===== config.mk =====
export PLATFORM = sky130hd
export DESIGN_NAME = cipher_rr_sched
export DESIGN_NICKNAME = d
export VERILOG_FILES = /design/src/rtl/cipher_sched_pkg.sv /design/src/rtl/cipher_rr_sched_arb.sv /design/src/rtl/cipher_rr_sched.sv
export SDC_FILE = /design/constraint.sdc
export NUM_CORES = 1
export LEC_CHECK = 0
export CAP_MARGIN = 5
export CORE_MARGIN = 4
export CORE_UTILIZATION = 35
export DETAILED_ROUTE_END_ITERATION = 8
export PLACE_DENSITY = 0.7
export SLEW_MARGIN = 0
export SYNTH_ARGS = -nofsm -noshare
export SYNTH_HDL_FRONTEND = slang
export SYNTH_HIERARCHICAL = 1
export SYNTH_SLANG_ARGS = --single-unit

===== constraint.sdc =====
create_clock -name clock -period 3.3 [get_ports clock]
set_input_delay 0.495 -clock clock [delete_from_list [all_inputs] [get_ports clock]]
set_output_delay 0.495 -clock clock [all_outputs]
set_load 0.02 [all_outputs]

===== src/rtl/cipher_sched_pkg.sv =====
// Shared types and helpers for the cipher round-robin scheduler.
package cipher_sched_pkg;

    typedef enum logic [1:0] {IDLE, ISSUE, WAIT, RESP} sched_state_t;

    function automatic int id_w(input int n);
        return (n > 1) ? $clog2(n) : 1;
    endfunction

endpackage


===== src/rtl/cipher_rr_sched_arb.sv =====
// Round-robin arbiter: grants the first asserted req searching upward from ptr with wrap.
// Purely combinational; gnt is one-hot or zero, idx is the encoded grant.
module rr_arbiter
    import cipher_sched_pkg::*;
#(
    parameter int NREQ = 4,
    parameter int IW   = id_w(NREQ)
) (
    input  logic [NREQ-1:0] req,
    input  logic [IW-1:0]   ptr,
    input  logic            en,
    output logic [NREQ-1:0] gnt,
    output logic [IW-1:0]   idx
);

    always_comb begin
        logic [IW:0]   k;
        logic [IW-1:0] ki;
        logic          found;
        gnt   = '0;
        idx   = '0;
        k     = '0;
        ki    = '0;
        found = 1'b0;
        for (int i = 0; i < NREQ; i++) begin
            k = {1'b0, ptr} + (IW+1)'(i);
            if (k >= (IW+1)'(NREQ)) begin
                k = k - (IW+1)'(NREQ);
            end
            ki = k[IW-1:0];
            if (en && !found && req[ki]) begin
                gnt[ki] = 1'b1;
                idx     = ki;
                found   = 1'b1;
            end
        end
    end

endmodule


===== src/rtl/cipher_rr_sched.sv =====
// Shares one fixed-latency byte cipher engine among NREQ requesters, one transaction at a time.
// Accept at T gives rsp_valid at T+ENG_LAT+2; response held until rsp_ready. CIPHER_SCHED_PRIO_EN: requester 0 preempts.
module cipher_rr_sched
    import cipher_sched_pkg::*;
#(
    parameter int NREQ    = 4,
    parameter int N       = 8,
    parameter int ENG_LAT = 3
) (
    input  logic                     clock,
    input  logic                     rst,
    input  logic [NREQ-1:0]          req_valid,
    input  logic [NREQ*N-1:0]        req_data,
    output logic [NREQ-1:0]          req_ready,
    output logic                     rsp_valid,
    output logic [N-1:0]             rsp_data,
    output logic [$clog2(NREQ)-1:0]  rsp_id,
    input  logic                     rsp_ready,
    output logic                     eng_en,
    output logic [N-1:0]             eng_din,
    input  logic [N-1:0]             eng_dout
);

    localparam int IW = id_w(NREQ);
    localparam int CW = $clog2(ENG_LAT) + 1;

    sched_state_t  state_q, state_d;
    logic [IW-1:0] rr_ptr_q, rr_ptr_d;
    logic [N-1:0]  hold_q, hold_d;
    logic [IW-1:0] id_q, id_d;
    logic [CW-1:0] cnt_q, cnt_d;
    logic [N-1:0]  rsp_data_q, rsp_data_d;
    logic          rsp_valid_q, rsp_valid_d;

    logic            arb_en;
    logic [NREQ-1:0] arb_req, arb_gnt, gnt;
    logic [IW-1:0]   arb_idx, gidx;
    logic            ptr_upd;

    // Gating with rst keeps req_ready low while reset is held.
    assign arb_en = rst && (state_q == IDLE);

    rr_arbiter #(.NREQ(NREQ), .IW(IW)) u_arb (
        .req (arb_req),
        .ptr (rr_ptr_q),
        .en  (arb_en),
        .gnt (arb_gnt),
        .idx (arb_idx)
    );

`ifdef CIPHER_SCHED_PRIO_EN
    always_comb begin
        arb_req    = req_valid;
        arb_req[0] = 1'b0;
        if (arb_en && req_valid[0]) begin
            gnt     = '0;
            gnt[0]  = 1'b1;
            gidx    = '0;
            ptr_upd = 1'b0;
        end else begin
            gnt     = arb_gnt;
            gidx    = arb_idx;
            ptr_upd = 1'b1;
        end
    end
`else
    always_comb begin
        arb_req = req_valid;
        gnt     = arb_gnt;
        gidx    = arb_idx;
        ptr_upd = 1'b1;
    end
`endif

    always_ff @(posedge clock or negedge rst) begin
        if (!rst) begin
            state_q     <= IDLE;
            rr_ptr_q    <= '0;
            hold_q      <= '0;
            id_q        <= '0;
            cnt_q       <= '0;
            rsp_data_q  <= '0;
            rsp_valid_q <= 1'b0;
        end else begin
            state_q     <= state_d;
            rr_ptr_q    <= rr_ptr_d;
            hold_q      <= hold_d;
            id_q        <= id_d;
            cnt_q       <= cnt_d;
            rsp_data_q  <= rsp_data_d;
            rsp_valid_q <= rsp_valid_d;
        end
    end

    always_comb begin
        state_d = state_q;
        case (state_q)
            IDLE:    if (|gnt) state_d = ISSUE;
            ISSUE:   state_d = WAIT;
            WAIT:    if (cnt_q == '0) state_d = RESP;
            RESP:    if (rsp_ready) state_d = IDLE;
            default: state_d = IDLE;
        endcase
    end

    always_comb begin
        rr_ptr_d    = rr_ptr_q;
        hold_d      = hold_q;
        id_d        = id_q;
        cnt_d       = cnt_q;
        rsp_data_d  = rsp_data_q;
        rsp_valid_d = rsp_valid_q;
        case (state_q)
            IDLE: begin
                if (|gnt) begin
                    hold_d = req_data[gidx*N +: N];
                    id_d   = gidx;
                    if (ptr_upd) begin
                        rr_ptr_d = (gidx == IW'(NREQ-1)) ? '0 : gidx + 1'b1;
                    end
                end
            end
            ISSUE: cnt_d = CW'(ENG_LAT-1);
            WAIT: begin
                if (cnt_q == '0) begin
                    rsp_data_d  = eng_dout;
                    rsp_valid_d = 1'b1;
                end else begin
                    cnt_d = cnt_q - 1'b1;
                end
            end
            RESP: if (rsp_ready) rsp_valid_d = 1'b0;
            default: ;
        endcase
    end

    always_comb begin
        req_ready = gnt;
        eng_en    = (state_q == ISSUE) || (state_q == WAIT);
        eng_din   = hold_q;
        rsp_valid = rsp_valid_q;
        rsp_data  = rsp_data_q;
        rsp_id    = id_q;
    end

endmodule


==> results.md, run 1 <==
* Area Overhead vs Synth at 49.4%
* Starting DRC count in detailed routing at 30
* Die Ht at ~81 um
* Htree depth at 1
* Power Total at 2.23 mW
* Die area at about 6600 um^2
* Clock latency on the worst-skew pair at 0.27 ns
* Clock Tree Root: clkbuf_8
* Placed Cells at between 200 and 300
* HP Class: flop to flop
* Max Slew Vio Count at 0
* # rows at 26
* Flop pwr share at between 20% and 30%
* Vias in the first global route at approximately 1500
* Yosys reg bits at 26
* Switching Share at about two fifths
* Initial Util at between 30% and 40%
* Worst IR Drop VDD at between 0.3 and 0.4 mV
* Number of vias per cell at roughly 5
* Sw Pwr at about 860 uW
* Filler Cells Inserted at 464
* Leakage at about 1.2 nW
* CTS Buf Count at 3
* Cell variety after synth at 37
* 1st-pass router iterations at 4
* Relative slew slack at about 70%
* Sink Count at 26
* Post-Syn Instances at approximately 150
* Critical setup path kind: flop to output pin
* CTS tree: yes
* Final TNS setup at 0 ns
* Overall global routing resource usage at a little over an eighth
* Width of the die at ~81 um
* Largest cells by area after synthesis: dfrtp_1 35%, mux2_2 13%, mux4_2 12%, ha_1 11%, mux2i_1 2.7%
* ANT nets after route at 0
* Gpl congestion at approximately 0.9
* Syn Nets at around 220
* Final min period at between 3 and 4 ns
* F_max at 0.318 GHz
* Share of cells above drive strength 1 at between 20% and 30%
* I/O Pins at slightly above 70
* Combinational power share at a little under two thirds
* Final Hold Viols at 0
* Int Pwr at roughly 1.4 mW
* Hpwl dp at 3530 um
* Clock buffer depth at 2
* Synthesized area per cell at approximately 12 um^2
* Register area share after synthesis at between 30% and 40%
* Mapped Area at 1880 um^2
* Core area at approximately 5000 um^2
* N_diodes at 0
* Gr ovfl total at 0
* Worst-Margin Slew at between 0.4 and 0.5 ns
* Final Cycle Share at between 90% and 100%
* Setup crit end kind: output pin
* Final WS setup at 0.158 ns
* Post-DP Area at 2730 um^2
* Clock slew at reported path FFs at around 0.090 ns
* Fin util at a little over half
* Ys Warns at 6
* Final setup viols at 0
* Worst Path Arrival at around 2.7 ns
* Post-Layout Cell Count at between 300 and 400
* DRC viols at 0
* DR vias at about 1500
* WL/cell at between 10 and 15 um
* Input/output buffers at 70
* Dpl ws at 0.0549 ns
* Largest net degree at the start of global routing at 27
* P per Cell Area at about 790 nW/um^2
* Worst setup SP type: flop
* Nets at roughly 300
* Layout Skew at ~0.0044 ns
* RSZ-0062 raised after global routing: false
* Global-route wire length before repair at 7000 um
* Max-cap viol count at 0
* Clk pwr share at 11.6%
* Yosys top cell area share at 34.6%
* Hold_buf cts at 0
* Req. time, crit path at 2.80 ns
* Post-CTS Setup Bufs at 0
* Initial antenna violation count at 0
* Status: complete, no violations
* Min Hold Slack at approximately 0.47 ns
* Synth area leader: dfrtp_1
* Critical path fanouts, max at 10
* Final Cell Area at between 2000 and 3000 um^2
* DRT Wirelength at 4380 um
[synthesized netlist by cell type]
library cell,instances
a21boi_0,1
a21boi_1,4
a21oi_1,1
a221o_1,4
a221oi_1,1
a222oi_1,1
a2bb2oi_1,1
and2_1,1
and2_4,1
and3b_2,1
buf_1,1
buf_2,1
buf_6,4
clkinv_1,1
dfrtp_1,26
ha_1,16
inv_1,8
mux2_2,21
mux2_4,2
mux2i_1,5
mux4_2,10
nand2_1,6
nand2b_1,1
nand3_1,4
nor2_1,5
nor2b_1,4
nor4_1,1
o211ai_1,4
o21a_1,1
o21ai_0,6
o22ai_1,2
o2bb2ai_1,1
o31ai_1,1
o41ai_1,2
o41ai_2,1
o41ai_4,1
or2_2,1
[flip-flops by register name, indices dropped and copies added (netlist names)]
register,flops
rsp_data,8
eng_din,8
state_q,2
rsp_valid,1
rsp_id,2
rr_ptr_q,2
cnt_q,3
[logic make-up (layout without fill, tap and decap cells)]
logic type      count (synthesis)  in the layout  share of synthesized area [%]
fa+ha+maj                      16             16                           10.7
flops                          26             26                           34.6
simple gates                   25             25                           6.93
mux                            38             38                           28.8
buf+inv                        15             94                           4.66
compound gates                 32             32                           14.3
[per-layer routing]
metal	part of all wire [%]	wire length, um	global-route usage, %	vias up
li1	-	-	-	737
met1	39	1710	15.9	734
met2	54	2360	24.7	38
met3	6.3	276	3.33	2
met4	0.78	34	2.53	0
met5	0	0	0	-
[power by group through the flow]
stage / logic (mW) / registers (mW) / clock network [mW]
2_1_floorplan: 0.776 / 0.695 / 0
3_5_place_dp: 1.43 / 0.562 / 0
6_report: 1.41 / 0.557 / 0.259
5_1_grt: 1.54 / 0.575 / 0.287
3_3_place_gp: 1.42 / 0.556 / 0
4_1_cts: 1.43 / 0.558 / 0.269
[placed cells by master (no fill, tap or decap), drive strengths merged, types with 2 or more instances in the layout]
master | netlist | final
mux4 | 10 | 10
clkbuf | 0 | 3
o211ai | 4 | 4
nor2b | 4 | 4
mux2i | 5 | 5
buf | 6 | 11
o22ai | 2 | 2
mux2 | 23 | 23
nand2 | 6 | 6
dfrtp | 26 | 26
ha | 16 | 16
dlygate4sd2 | 0 | 3
a221o | 4 | 4
clkdlybuf4s50 | 0 | 66
a21boi | 5 | 5
o21ai | 6 | 6
o41ai | 4 | 4
and2 | 2 | 2
nand3 | 4 | 4
nor2 | 5 | 5
inv | 8 | 8
[path summary, 6_finish.rpt]
kind                             startpoint           end  slack, ns  cells after the start
worst max-delay path            rr_ptr_q[0]  req_ready[2]       0.16                      9
max in group asynchronous               rst   rr_ptr_q[0]       2.40                      2
worst min register to register     cnt_q[0]      cnt_q[0]       0.47                      1
min in group asynchronous               rst     rsp_valid       0.63                      2
worst max register to register  rr_ptr_q[0]    eng_din[3]       0.17                     11
worst min-delay path               cnt_q[0]      cnt_q[0]       0.47                      1
[critical path, cell delays in order, from the launching register on]
cell and delay, ns:
dfrtp_2 0.43, clkinv_8 0.09, ha_2 0.37, buf_4 0.14, nor2_1 0.04, o211ai_1 0.20
o22ai_1 0.13, and3b_2 0.27, a221o_2 0.41, clkdlybuf4s15_1 0.30
[layout make-up]
| type | count | area, um^2 | area share [%] |
|---|---|---|---|
| well taps | 70 | 87.6 | 3.12 |
| multi-input cells | 111 | 1140 | 40.8 |
| clock inverters | 1 | 30.0 | 1.07 |
| repair buffers | 81 | 805 | 28.7 |
| inverters | 9 | 46.3 | 1.65 |
| flip-flops and latches | 26 | 652 | 23.2 |
| clock buffers | 3 | 41.3 | 1.47 |
[repair_timing]
action,in CTS,in global routing
setup endpoints to repair,4,3
pin swaps,0,0
gates resized for setup,5,2
(Power assumes the default switching activity.)
==> run 2: changes to the inputs <==
--- a/config.mk
+++ b/config.mk
@@ -10,6 +10,8 @@
 export CORE_UTILIZATION = 35
 export DETAILED_ROUTE_END_ITERATION = 8
 export PLACE_DENSITY = 0.7
+export RECOVER_POWER = 25
+export SKIP_LAST_GASP = 1
 export SLEW_MARGIN = 0
 export SYNTH_ARGS = -nofsm -noshare
 export SYNTH_HDL_FRONTEND = slang
==> run 2 against run 1 <==
Against the previous run:
- register-to-register slack about the same
- setup slack is the same
- sequential power about the same
- global-route usage did not move
- sequential cell count stayed put
- highest routed layer unchanged
- count of clock-buffer cells in the layout did not move
- largest cell class unchanged
- power about the same
- worst hold slack about the same
==> results.md, run 2 (synthesized netlist as in run 1, its figures left out) <==
* 1st-pass router iterations at 4 (unchanged)
* Initial antenna violation count at 0 (unchanged)
* Clock Tree Root: clkbuf_8 (unchanged)
* Worst setup SP type: flop (unchanged)
* Nets at 295 (unchanged)
* Req. time, crit path at 2.80 ns (about the same)
* Die Ht at 81.3 um (unchanged)
* P per Cell Area at 795 nW/um^2 (was 794 nW/um^2)
* Hpwl dp at 3530 um (unchanged)
* Commonest non-fill, non-tap cells in the layout: 65 x clkdlybuf4s50_1, 25 x dfrtp_1, 21 x mux2_2, 15 x ha_1, 10 x mux4_2 (was 66 x clkdlybuf4s50_1, 25 x dfrtp_1, 21 x mux2_2, 15 x ha_1, 10 x mux4_2)
* CTS Buf Count at 3 (unchanged)
* Leakage at 1.17 nW (was 1.18 nW)
* Status: complete, no violations (unchanged)
* Setup crit end kind: output pin (unchanged)
* Number of vias per cell at 5.02 (about the same)
* Final min period at 3.14 ns (unchanged)
* Die area at 6600 um^2 (unchanged)
* Worst Path Arrival at 2.65 ns (about the same)
* Global-route wire length before repair at 7000 um (unchanged)
* DRC viols at 0 (unchanged)
* DR vias at 1512 (was 1511)
* Layout Skew at 0.00433 ns (was 0.00435 ns)
* Vias in the first global route at 1467 (unchanged)
* Critical path fanouts, max at 10 (unchanged)
* Initial Util at 36.5% (unchanged)
* Critical setup path kind: flop to output pin (unchanged)
* Starting DRC count in detailed routing at 33 (was 30)
* Fin util at 54.5% (was 54.6%)
* Input/output buffers at 70 (unchanged)
* Max-cap viol count at 0 (unchanged)
* I/O Pins at 71 (unchanged)
* Worst-Margin Slew at 1.36 ns (was 0.454 ns)
* Core area at 5140 um^2 (unchanged)
* Share of cells above drive strength 1 at 24.2% (was 24.7%)
* RSZ-0062 raised after global routing: false (unchanged)
* Htree depth at 1 (unchanged)
* Most common cell after layout, fill and taps aside: clkdlybuf4s50_1 (unchanged)
* Relative slew slack at 9.34% (was 69.7%)
* Width of the die at 81.3 um (unchanged)
* Clock latency on the worst-skew pair at 0.27 ns (about the same)
* # rows at 26 (unchanged)
* Worst IR Drop VDD at 0.342 mV (about the same)
* CTS tree: yes (unchanged)
* Clock buffer depth at 2 (unchanged)
* Gpl congestion at 0.897 (unchanged)
* ANT nets after route at 0 (unchanged)
* Overall global routing resource usage at 13.5% (unchanged)
* HP Class: flop to flop (unchanged)
* DRT Wirelength at 4390 um (was 4380 um)
* Largest net degree at the start of global routing at 27 (unchanged)
* Max Slew Vio Count at 0 (unchanged)
* Hold_buf cts at 0 (unchanged)
* N_diodes at 0 (unchanged)
* WL/cell at 14.6 um (about the same)
* Sink Count at 26 (unchanged)
* Area Overhead vs Synth at 49.2% (was 49.4%)
* Final setup viols at 0 (unchanged)
* Gr ovfl total at 0 (unchanged)
* Final Hold Viols at 0 (unchanged)
* Clock slew at reported path FFs at 0.09 ns (about the same)
* Final Cycle Share at 95.2% (unchanged)
* Final TNS setup at 0 ns (unchanged)
* F_max at 0.318 GHz (unchanged)
run 2: repair_timing:
action                                  in CTS  in global routing
endpoints found under the setup margin       4                  3
gates resized for setup                      5                  2
cloned                                       0                  0
buffers inserted                             0                  0
run 2: critical path, stage by stage (launching register included):
cell	delay, ns
dfrtp_2	0.43
clkinv_8	0.09
ha_2	0.37
buf_4	0.14
nor2_1	0.04
o211ai_1	0.20
o22ai_1	0.13
and3b_2	0.27
a221o_2	0.41
clkdlybuf4s15_1	0.30
run 2: area by class of cell:
| type | count | area [um^2] |
|---|---|---|
| clock buffer | 3 | 41.3 |
| tap | 70 | 87.6 |
| multi-input combinational | 111 | 1140 |
| timing repair buffer | 81 | 801 |
| fill | 464 | 2340 |
| clock inverter | 1 | 30.0 |
| sequential | 26 | 652 |
| inverter | 9 | 46.3 |
run 2: stage by stage:
step / cell area, um^2 / instances / hold WS [ns] / total power [mW] / setup slack (ns)
final: 2800 / 301 / 0.474 / 2.23 / 0.158
after global routing: 2800 / 301 / 0.495 / 2.40 / 0.00810
after CTS: 2800 / 301 / 0.480 / 2.26 / 0.101
after detailed placement: 2730 / 297 / 0.466 / 1.99 / 0.0549
after global placement: 2730 / 297 / 0.464 / 1.97 / 0.0911
after floorplan: 1890 / 152 / 0.199 / 1.47 / 0.00866
run 2: final timing paths:
| path | start | end | slack (ns) | cells past startpoint |
|---|---|---|---|---|
| setup / recovery | rr_ptr_q[0] | req_ready[2] | 0.16 | 9 |
| hold / removal | cnt_q[0] | cnt_q[0] | 0.47 | 1 |
| setup reg to reg | rr_ptr_q[0] | eng_din[3] | 0.17 | 11 |
| hold reg to reg | cnt_q[0] | cnt_q[0] | 0.47 | 1 |
| max in group asynchronous | rst | rr_ptr_q[0] | 1.30 | 2 |
| min in group asynchronous | rst | rsp_valid | 1.10 | 2 |
run 2: routing by layer:
layer  GRT usage, %  vias up  share of wire, %
met4           2.53        0              0.78
met2           24.7       38                54
li1               -      739                 -
met1           15.9      733                39
met3           3.33        2               6.3
met5              0        -                 0
run 2: report_power, final:
group / internal (mW) / switching [mW]
clock network: 0.162 / 0.0973
registers: 0.472 / 0.0845
logic: 0.732 / 0.680
total: 1.37 / 0.861
==> run 3: changes to the inputs <==
--- a/config.mk
+++ b/config.mk
@@ -11,6 +11,7 @@
 export DETAILED_ROUTE_END_ITERATION = 8
 export PLACE_DENSITY = 0.7
 export RECOVER_POWER = 25
+export REMOVE_ABC_BUFFERS = 1
 export SKIP_LAST_GASP = 1
 export SLEW_MARGIN = 0
 export SYNTH_ARGS = -nofsm -noshare
==> run 3 against run 2 <==
Against the previous run:
- worst hold slack better by 0.0035 ns
- clock power up 2%
- routed wire length up 2.1%
- first-iteration DRC count up 24%
- count of clock-buffer cells in the layout unchanged
- cell area down 0.45%
- non-clock buffer count unchanged
- sequential power down 2%
- register-to-register slack better by 0.05 ns
- die area unchanged
- combinational power about the same
==> results.md, run 3 (synthesized netlist as in run 1, its figures left out) <==
* Worst hold start: cnt_q[0] (unchanged)
* Req. time, crit path at 2.80 ns (about the same)
* Post-CTS Setup Bufs at 0 (unchanged)
* DRT Wirelength at 4480 um (was 4390 um)
* Final Cycle Share at 95.3% (was 95.2%)
* Vias in the first global route at 1557 (was 1467)
* Initial Util at 36.5% (unchanged)
* Reg-to-Reg Start: rr_ptr_q[1] (was rr_ptr_q[0])
* CP delay by family, top: compound AO/OA/AOI/OAI gates (unchanged)
* Max Slew Vio Count at 0 (unchanged)
* CTS Buf Count at 3 (unchanged)
* Sequential cell area at 651 um^2 (was 652 um^2)
* Worst Path Arrival at 2.65 ns (about the same)
* Leakage at 1.18 nW (was 1.17 nW)
* F_max at 0.318 GHz (about the same)
* DR vias at 1532 (was 1512)
* Commonest non-fill, non-tap cells in the layout: 65 x clkdlybuf4s50_1, 26 x dfrtp_1, 21 x mux2_2, 15 x ha_1, 10 x mux4_2 (was 65 x clkdlybuf4s50_1, 25 x dfrtp_1, 21 x mux2_2, 15 x ha_1, 10 x mux4_2)
* Grt met3 use at 4.21% (was 3.33%)
* Largest net degree at the start of global routing at 27 (unchanged)
* WL/cell at 14.9 um (was 14.6 um)
* HP Class: flop to flop (unchanged)
* DRC viols at 0 (unchanged)
* Worst IR Drop VDD at 0.359 mV (was 0.342 mV)
* Die Ht at 81.3 um (unchanged)
* Worst setup SP type: flop (unchanged)
* Input/output buffers at 70 (unchanged)
* Hold_buf cts at 0 (unchanged)
* Dpl ws at 0.0322 ns (was 0.0549 ns)
* Final setup viols at 0 (unchanged)
* Met2 GRT Util at 25.0% (was 24.7%)
* Global-route wire length before repair at 7020 um (was 7000 um)
* CTS tree: yes (unchanged)
* Area Overhead vs Synth at 48.5% (was 49.2%)
* Max incr delay on CP at 0.38 ns (was 0.43 ns)
* GR Util met1 at 15.6% (was 15.9%)
* Overall global routing resource usage at 13.8% (was 13.5%)
* I/O Pins at 71 (unchanged)
* Number of vias per cell at 5.09 (was 5.02)
* Worst-Margin Slew at 1.42 ns (was 1.36 ns)
* Final WS setup at 0.156 ns (was 0.158 ns)
* Die area at 6600 um^2 (unchanged)
* Final min period at 3.14 ns (about the same)
* Final Hold Viols at 0 (unchanged)
* Nets at 295 (unchanged)
* Worst-path cell chain: inv_1 > ha_2 > nor2b_1 > o211ai_1 > o22ai_1 > and3b_2 > a221o_1 > dlygate4sd2_1 (was clkinv_8 > ha_2 > buf_4 > nor2_1 > o211ai_1 > o22ai_1 > and3b_2 > a221o_2 > clkdlybuf4s15_1)
* R2R Path End: eng_din[3] (unchanged)
* Clock Tree Root: clkbuf_8 (unchanged)
* Core area at 5140 um^2 (unchanged)
* Critical setup path kind: flop to output pin (unchanged)
* CP max stage cell: dfrtp_1 (was dfrtp_2)
* Worst R2R Setup Slack at 0.22 ns (was 0.17 ns)
* Sink Count at 26 (unchanged)
* ANT nets after route at 0 (unchanged)
* Final Cell Area at 2790 um^2 (was 2800 um^2)
* Multi-input logic area at 1140 um^2 (about the same)
* Starting DRC count in detailed routing at 41 (was 33)
* # rows at 26 (unchanged)
* Clock latency on the worst-skew pair at 0.27 ns (about the same)
* FF-to-FF path depth at 10 (was 11)
* Max-cap viol count at 0 (unchanged)
* Most common cell after layout, fill and taps aside: clkdlybuf4s50_1 (unchanged)
* 1st-pass router iterations at 4 (unchanged)
* Share of cells above drive strength 1 at 22.9% (was 24.2%)
* P per Cell Area at 794 nW/um^2 (was 795 nW/um^2)
* Status: complete, no violations (unchanged)
* RSZ-0062 raised after global routing: false (unchanged)
* Hold path endpoint: cnt_q[0] (unchanged)
* Htree depth at 1 (unchanged)
* Clock buffer depth at 2 (unchanged)
* Layout Skew at 0.00683 ns (was 0.00433 ns)
* Gr ovfl total at 0 (unchanged)
* Power Total at 2.21 mW (was 2.23 mW)
* Setup crit end kind: output pin (unchanged)
* Fin util at 54.3% (was 54.5%)
* WP buf/inv at 2 (was 3)
* Width of the die at 81.3 um (unchanged)
* Gpl congestion at 0.787 (was 0.897)
* Clock slew at reported path FFs at 0.09 ns (about the same)
* Hpwl dp at 3550 um (was 3530 um)
* Critical path fanouts, max at 8 (was 10)
* Post-DP Area at 2720 um^2 (was 2730 um^2)
* Relative slew slack at 5.48% (was 9.34%)
* Filler Cells Inserted at 477 (was 464)
* Initial antenna violation count at 0 (unchanged)
* WHS Path Cells at 1 (unchanged)
* Busiest layer in global routing: met2 (unchanged)
* N_diodes at 0 (unchanged)
* Final TNS setup at 0 ns (unchanged)
[run 3: cell count changes in the layout (fill, tap and decap cells not counted), sizes merged]
| cell | change |
|---|---|
| clkdlybuf4s15 | -1 |
| dlymetal6s2s | +1 |
[run 3: worst max-delay path by stage]
stage,from,to,slack (ns),cells after the start
5_1_grt,rr_ptr_q[1],req_ready[1],0.03,8
6_report,rr_ptr_q[1],req_ready[3],0.16,8
4_1_cts,rr_ptr_q[1],req_ready[2],0.009,8
2_1_floorplan,rr_ptr_q[0],eng_din[0],-0.94,8
3_3_place_gp,req_valid[1],eng_din[5],0.07,9
3_5_place_dp,req_valid[1],eng_din[3],0.03,9
[run 3: repair_timing]
item | CTS | global route
setup endpoints to repair | 4 | 1
endpoints found under the hold margin | 0 | 0
resized for setup | 4 | 1
[run 3: layout make-up]
class                           instances  area share (%)
Multi-Input combinational cell        111            41.0
Timing Repair Buffer                   81            28.8
Sequential cell                        26            23.3
Tap cell                               70            3.14
Clock buffer                            3            1.48
Inverter                                9            1.21
Clock inverter                          1            1.08
[run 3: worst reg2reg max path, cell delays in order, from the launching register on]
cell and delay (ns):
dfrtp_1 0.38, inv_1 0.15, ha_2 0.36, nor2b_1 0.16, o211ai_1 0.23, o22ai_1 0.12
and3b_2 0.25, a221o_1 0.37, o41ai_4 0.42, buf_12 0.19, mux2_2 0.35
[run 3: where the power goes]
group / internal (mW) / switching (mW) / leakage (nW)
clock: 0.162 / 0.102 / 0.0357
sequential: 0.471 / 0.0760 / 0.315
combinational: 0.726 / 0.677 / 0.834
[run 3: routing by layer]
layer	wire [um]	share of wire [%]	vias up
li1	-	-	734
met1	1760	39	737
met2	2350	52	55
met3	322	7.2	6
met4	47	1.0	0
met5	0	0	-
[run 3: through the flow]
| stage | hold WS (ns) | std cells |
|---|---|---|
| 6_report | 0.477 | 301 |
| 5_1_grt | 0.502 | 301 |
| 4_1_cts | 0.479 | 301 |
| 3_5_place_dp | 0.466 | 297 |
| 3_3_place_gp | 0.464 | 297 |
| 2_1_floorplan | 0.199 | 146 |
